### src/rtl/mem_port_arbiter_pkg.sv
// Shared types and constants for the IF/MEM memory port arbiter.
// Holds the arbiter state encoding and the read byte-mask constant.
package mem_arb_pkg;

  typedef enum logic [1:0] {
    ARB_IDLE  = 2'd0,
    ARB_FETCH = 2'd1,
    ARB_DATA  = 2'd2
  } arb_state_e;

  // Wide enough for any practical data width; the top slices off DATA_W/8 bits.
  localparam logic [127:0] BMASK_ALL_ONES = '1;

endpackage

### src/rtl/mem_port_arbiter_timeout.sv
// Transaction watchdog: counts cycles a memory request waits without an ack
// and flags expiry on the cycle the count would reach TIMEOUT_CYC.
module arb_timeout_cnt #(
  parameter int TIMEOUT_CYC = 64
) (
  input  logic clk,
  input  logic rst_n,
  input  logic clr,
  input  logic en,
  output logic expire
);

  localparam int CNT_W = $clog2(TIMEOUT_CYC + 1);
  localparam logic [CNT_W-1:0] LAST = CNT_W'(TIMEOUT_CYC - 1);

  logic [CNT_W-1:0] count;

  always_ff @(posedge clk) begin
    if (!rst_n) begin
      count <= '0;
    end else if (clr) begin
      count <= '0;
    end else if (en) begin
      count <= count + 1'b1;
    end
  end

  // Expire on the TIMEOUT_CYC-th waiting cycle so the request is dropped at that edge.
  assign expire = en && (count == LAST);

endmodule

### src/rtl/mem_port_arbiter.sv
// Arbitrates a single-port variable-latency memory between instruction fetch
// and load/store, one registered transaction at a time, with stall outputs.
module mem_port_arbiter
  import mem_arb_pkg::*;
#(
  parameter int ADDR_W      = 32,
  parameter int DATA_W      = 32,
  parameter int TIMEOUT_CYC = 64
) (
  input  logic                i_clk,
  input  logic                i_rst_n,
  input  logic                i_if_req,
  input  logic [ADDR_W-1:0]   i_if_addr,
  output logic                o_if_valid,
  output logic [DATA_W-1:0]   o_if_instr,
  input  logic                i_flush,
  input  logic                i_d_req,
  input  logic                i_d_we,
  input  logic [ADDR_W-1:0]   i_d_addr,
  input  logic [DATA_W-1:0]   i_d_wdata,
  input  logic [DATA_W/8-1:0] i_d_bmask,
  output logic                o_d_valid,
  output logic [DATA_W-1:0]   o_d_rdata,
  output logic                o_if_stall,
  output logic                o_mem_stall,
  output logic                o_mem_req,
  output logic                o_mem_we,
  output logic [ADDR_W-1:0]   o_mem_addr,
  output logic [DATA_W-1:0]   o_mem_wdata,
  output logic [DATA_W/8-1:0] o_mem_bmask,
  input  logic                i_mem_ack,
  input  logic [DATA_W-1:0]   i_mem_rdata,
  output logic                o_err
);

  localparam int BM_W = DATA_W / 8;
  localparam logic [BM_W-1:0] BMASK_RD = BMASK_ALL_ONES[BM_W-1:0];

  arb_state_e state;
  arb_state_e next_state;
  logic       grant_data;
  logic       grant_fetch;
  logic       grant;
  logic       drop;
  logic       wait_ack;
  logic       expire;

  always_ff @(posedge i_clk) begin
    if (!i_rst_n) begin
      state <= ARB_IDLE;
    end else begin
      state <= next_state;
    end
  end

  // Data side wins in IDLE: the MEM-stage instruction is older than the fetch.
  always_comb begin
    next_state  = state;
    grant_data  = 1'b0;
    grant_fetch = 1'b0;
    case (state)
      ARB_IDLE: begin
        if (i_d_req) begin
          next_state = ARB_DATA;
          grant_data = 1'b1;
        end else if (i_if_req && !i_flush) begin
          next_state  = ARB_FETCH;
          grant_fetch = 1'b1;
        end
      end
      ARB_FETCH, ARB_DATA: begin
        if (i_mem_ack || expire) begin
          next_state = ARB_IDLE;
        end
      end
      default: next_state = ARB_IDLE;
    endcase
  end

  assign grant    = grant_data | grant_fetch;
  assign wait_ack = o_mem_req & ~i_mem_ack;

  arb_timeout_cnt #(
    .TIMEOUT_CYC(TIMEOUT_CYC)
  ) u_timeout (
    .clk    (i_clk),
    .rst_n  (i_rst_n),
    .clr    (grant),
    .en     (wait_ack),
    .expire (expire)
  );

  always_ff @(posedge i_clk) begin
    if (!i_rst_n) begin
      o_mem_req   <= 1'b0;
      o_mem_we    <= 1'b0;
      o_mem_addr  <= '0;
      o_mem_wdata <= '0;
      o_mem_bmask <= '0;
    end else if (grant_data) begin
      o_mem_req   <= 1'b1;
      o_mem_we    <= i_d_we;
      o_mem_addr  <= i_d_addr;
      o_mem_wdata <= i_d_wdata;
      o_mem_bmask <= i_d_we ? i_d_bmask : BMASK_RD;
    end else if (grant_fetch) begin
      o_mem_req   <= 1'b1;
      o_mem_we    <= 1'b0;
      o_mem_addr  <= i_if_addr;
      o_mem_wdata <= '0;
      o_mem_bmask <= BMASK_RD;
    end else if (i_mem_ack || expire) begin
      o_mem_req <= 1'b0;
    end
  end

  // A redirect during a fetch lets the memory finish but discards the returned word.
  always_ff @(posedge i_clk) begin
    if (!i_rst_n) begin
      drop <= 1'b0;
    end else if (state == ARB_FETCH) begin
      if (next_state != ARB_FETCH) begin
        drop <= 1'b0;
      end else if (i_flush) begin
        drop <= 1'b1;
      end
    end
  end

  always_ff @(posedge i_clk) begin
    if (!i_rst_n) begin
      o_err <= 1'b0;
    end else if (expire) begin
      o_err <= 1'b1;
    end
  end

  assign o_if_valid  = (state == ARB_FETCH) & i_mem_ack & ~drop & ~i_flush;
  assign o_d_valid   = (state == ARB_DATA) & i_mem_ack;
  assign o_if_instr  = i_mem_rdata;
  assign o_d_rdata   = i_mem_rdata;
  assign o_if_stall  = i_if_req & ~o_if_valid;
  assign o_mem_stall = i_d_req & ~o_d_valid;

endmodule

### config.mk
export PLATFORM = sky130hd
export DESIGN_NAME = mem_port_arbiter
export DESIGN_NICKNAME = d
export VERILOG_FILES = /design/src/rtl/mem_port_arbiter_pkg.sv /design/src/rtl/mem_port_arbiter_timeout.sv /design/src/rtl/mem_port_arbiter.sv
export SDC_FILE = /design/constraint.sdc
export NUM_CORES = 1
export LEC_CHECK = 0
export CAP_MARGIN = 20
export CELL_PAD_IN_SITES_DETAIL_PLACEMENT = 2
export CELL_PAD_IN_SITES_GLOBAL_PLACEMENT = 2
export CORE_MARGIN = 2
export CORE_UTILIZATION = 16
export CTS_BUF_LIST = sky130_fd_sc_hd__clkbuf_4 sky130_fd_sc_hd__clkbuf_8 sky130_fd_sc_hd__clkbuf_16
export CTS_CLUSTER_DIAMETER = 100
export DETAILED_ROUTE_END_ITERATION = 10
export PLACE_DENSITY = 0.81
export SLEW_MARGIN = 30
export SYNTH_ARGS = -nofsm -noshare
export SYNTH_HDL_FRONTEND = slang
export SYNTH_HIERARCHICAL = 1
export SYNTH_SLANG_ARGS = --single-unit
### constraint.sdc
create_clock -name i_clk -period 1.7 [get_ports i_clk]
set_input_delay 0.17 -clock i_clk [delete_from_list [all_inputs] [get_ports i_clk]]
set_output_delay 0.17 -clock i_clk [all_outputs]
set_load 0.02 [all_outputs]
==> results.yml <==
timing:
  hold_viol: 0
  setup_viol: 0
  period_share_pct: 99.7
  slew_headroom_pct: 73.0
  hold_ws_ns: 0.257
  skew_ns: 0.00655
  finalMaxSlewViolations: 0
  tightest_slew_ns: 0.406
  period_needed_ns: 1.69
  finalWorstSetupSlack_ns: 0.00551
  clock.fmax_mhz: 590
  rsz0062_at_grt: "true"
drt:
  drt_iter0_drc: 111
  routedWlPerCell_um: 16.0
  highest_layer: "met4"
  drt_first_pass_iters: 4
  drt-met1-wl_mm: 5.72
  dr_wl_met3_um: 658
  viasPerCell: 3.93
  drcViolationCount: 0
  routed_wl_mm: 14.3
  vias: 3517
  ant_nets: 0
  wl_met2_mm: 7.48
clock_tree:
  path_clk_slew_ns: 0.06
  cts_tree: "done"
  cts_root_buf: "clkbuf_16"
  htreeDepth: 3
  cts_inserted_buffers: 9
  clk_path_buf_depth: 2
  insertion_delay_ns: 0.34
  numClockSinks: 81
finish:
  num-fill-cells: 2761
  utilization_pct: 25.4
  nets: 709
  area_growth_pct: 57.6
  diodes: 0
  fin_cells: 894
  multi_input_area_sq_um: 1670
  drive_gt1_share_pct: 13.7
  final-seq-area_sq_um: 1630
global_routing:
  antenna_found_initial: 0
  grt.overflow.total: 0
  grt_pass1_wl_mm: 22.3
  grt_max_degree: 42
  grt_pass1_vias: 4002
  grt.total_usage_pct: 11.1
synth:
  yosysTopAreaCellShare_pct: 41.6
  synth_largest_area_cell: "dfxtp_1"
  seq_area_frac_synth_pct: 41.6
  ys.flop_type: "dfxtp_1"
  synth_xor_area_share_pct: 0.900
  yosys-top-cells-count: "dfxtp_1, nand2_1, buf_4"
  synth_compound_area_share_pct: 17.8
  synth_cells: 428
  synth.top_cells.by_area: "dfxtp_1, buf_4, o211a_1"
  syn-cell-area_sq_um: 3890
  avgSynthCellArea_sq_um: 9.10
  synth_top_family_by_area: "simple AND/OR/NAND/NOR gates"
  ys_ff_latch: 81
  yosys_warnings: 6
  ys_types: 37
  synth_fa_ha_area_share_pct: 1.61
  async_flop_share_pct: 0
  synth_edf_count: 0
  synth.area.mux_share_pct: 0.257
  synth_nets: 572
  synthSimpleGateAreaFrac_pct: 20.4
  synth.most_common_cell: "dfxtp_1"
placed_design:
  place_hpwl_mm: 10.4
  place_ws_ns: -0.393
  port_buffers: 181
  numPlacedInstances: 874
  gp_congestion: 0.724
floorplanning:
  die_y_um: 160
  dieArea_sq_um: 25600
  start_util_pct: 16.2
  coreArea_sq_um: 24100
  die_x_um: 160
  std_cell_rows: 57
  ios: 278
power:
  power.total_uw: 5710
  power_switching_uw: 1640
  max-vdd-ir-drop_mv: 0.310
  leakage_uw: 0.00256
  pwr-share-clk_pct: 35.2
  combPwrFrac_pct: 27.0
  internal_power_uw: 4060
  swShare_pct: 28.8
  power_frac_seq_pct: 37.8
  power_density_nw_per_um2: 930
setup_path:
  cp_cell_sequence: "ha_4 -> nand4_1 -> or3_4 -> inv_2 -> or3b_4 -> o221a_4 -> nor3b_2"
  cpPeakStageDelay_ns: 0.37
  criticalPathCategory: "flip-flop to flip-flop"
  worst_setup_path_start_kind: "flip-flop"
  endpoint_kind: "flip-flop"
  cp_data_required_time_ns: 1.95
  arrival_ns: 1.95
  critPathSlowestCell: "or3b_4"
  critPathMaxFanout: 3
worst_hold_path:
  hold_class: "input pin to flip-flop"
outcome:
  status: "finished, final reports clean"
run:
  cap_violations: 0
routing by layer:
metal | GRT usage [%] | vias to the layer above
li1 | - | 1680
met1 | 12.0 | 1711
met2 | 20.2 | 91
met3 | 2.60 | 35
met4 | 5.98 | 0
met5 | 0 | -
metrics by stage:
| stage | cell area [sq um] | TNS, ns |
|---|---|---|
| 6_report | 6130 | 0 |
| 5_1_grt | 6130 | -0.149 |
| 4_1_cts | 6100 | 0 |
| 2_1_floorplan | 3910 | -0.00642 |
| 3_3_place_gp | 5760 | -2.63 |
| 3_5_place_dp | 5760 | -3.93 |
worst max-delay path: cells and delay by family (launching register included):
kind            cells  cell delay [ns]
flops               1             0.34
buf+inv             1             0.04
simple gates        4             0.78
fa+ha+maj           1             0.16
compound gates      1             0.28
cells in the final DEF (no fill, tap or decap), types with 4 or more instances in the layout:
cell and n:
dfxtp_1 76, o221a_1 4, a22oi_1 32, dfxtp_2 5, buf_4 34, nor2_1 5
buf_12 4, nor2b_1 35, clkbuf_16 9, o211a_1 32, nand2_1 73, nand3_1 32
clkdlybuf4s50_1 175
worst paths after layout:
check                      from                 end  slack (ns)  depth (start not counted)
min                     i_rst_n  u_timeout/count[0]        0.26                          4
min reg2reg            o_mem_we            o_mem_we        0.48                          2
max          u_timeout/count[0]            state[1]       0.006                          7
max reg2reg  u_timeout/count[0]            state[1]       0.006                          7
sequential cells by signal (all words and copies together) (netlist names):
name,flops
o_mem_addr,32
o_err,1
o_mem_req,1
u_timeout/count,7
drop,1
o_mem_we,1
o_mem_bmask,4
o_mem_wdata,32
state,2
power groups by stage:
stage	sequential [uW]	combinational (uW)	clock, uW
2_1_floorplan	2390	744	0
3_3_place_gp	2190	1520	0
3_5_place_dp	2200	1550	0
4_1_cts	2160	1570	2120
5_1_grt	2180	1670	2190
6_report	2160	1540	2010
kinds of logic (layout without fill, tap and decap cells):
group           after synthesis  count (layout)
simple gates                161             161
compound gates               80              80
xor+xnor                      4               4
buf+inv                      96             238
flops                        81              81
mux                           1               1
fa+ha+maj                     5               5
layout make-up:
type / instances / area share (%)
repair buffers: 218 / 34.5
clock inverters: 5 / 0.897
clock buffers: 11 / 4.02
flip-flops and latches: 81 / 26.5
well taps: 324 / 6.61
multi-input cells: 251 / 27.2
inverters: 4 / 0.245
timing repair:
action,4_1_cts,5_1_grt
hold buffers,0,0
pin swaps,2,1
resized for setup,23,9
setup buffers,1,3
endpoints found under the setup margin,6,6
gates cloned,0,0
Power figures use the tool's default switching activity.
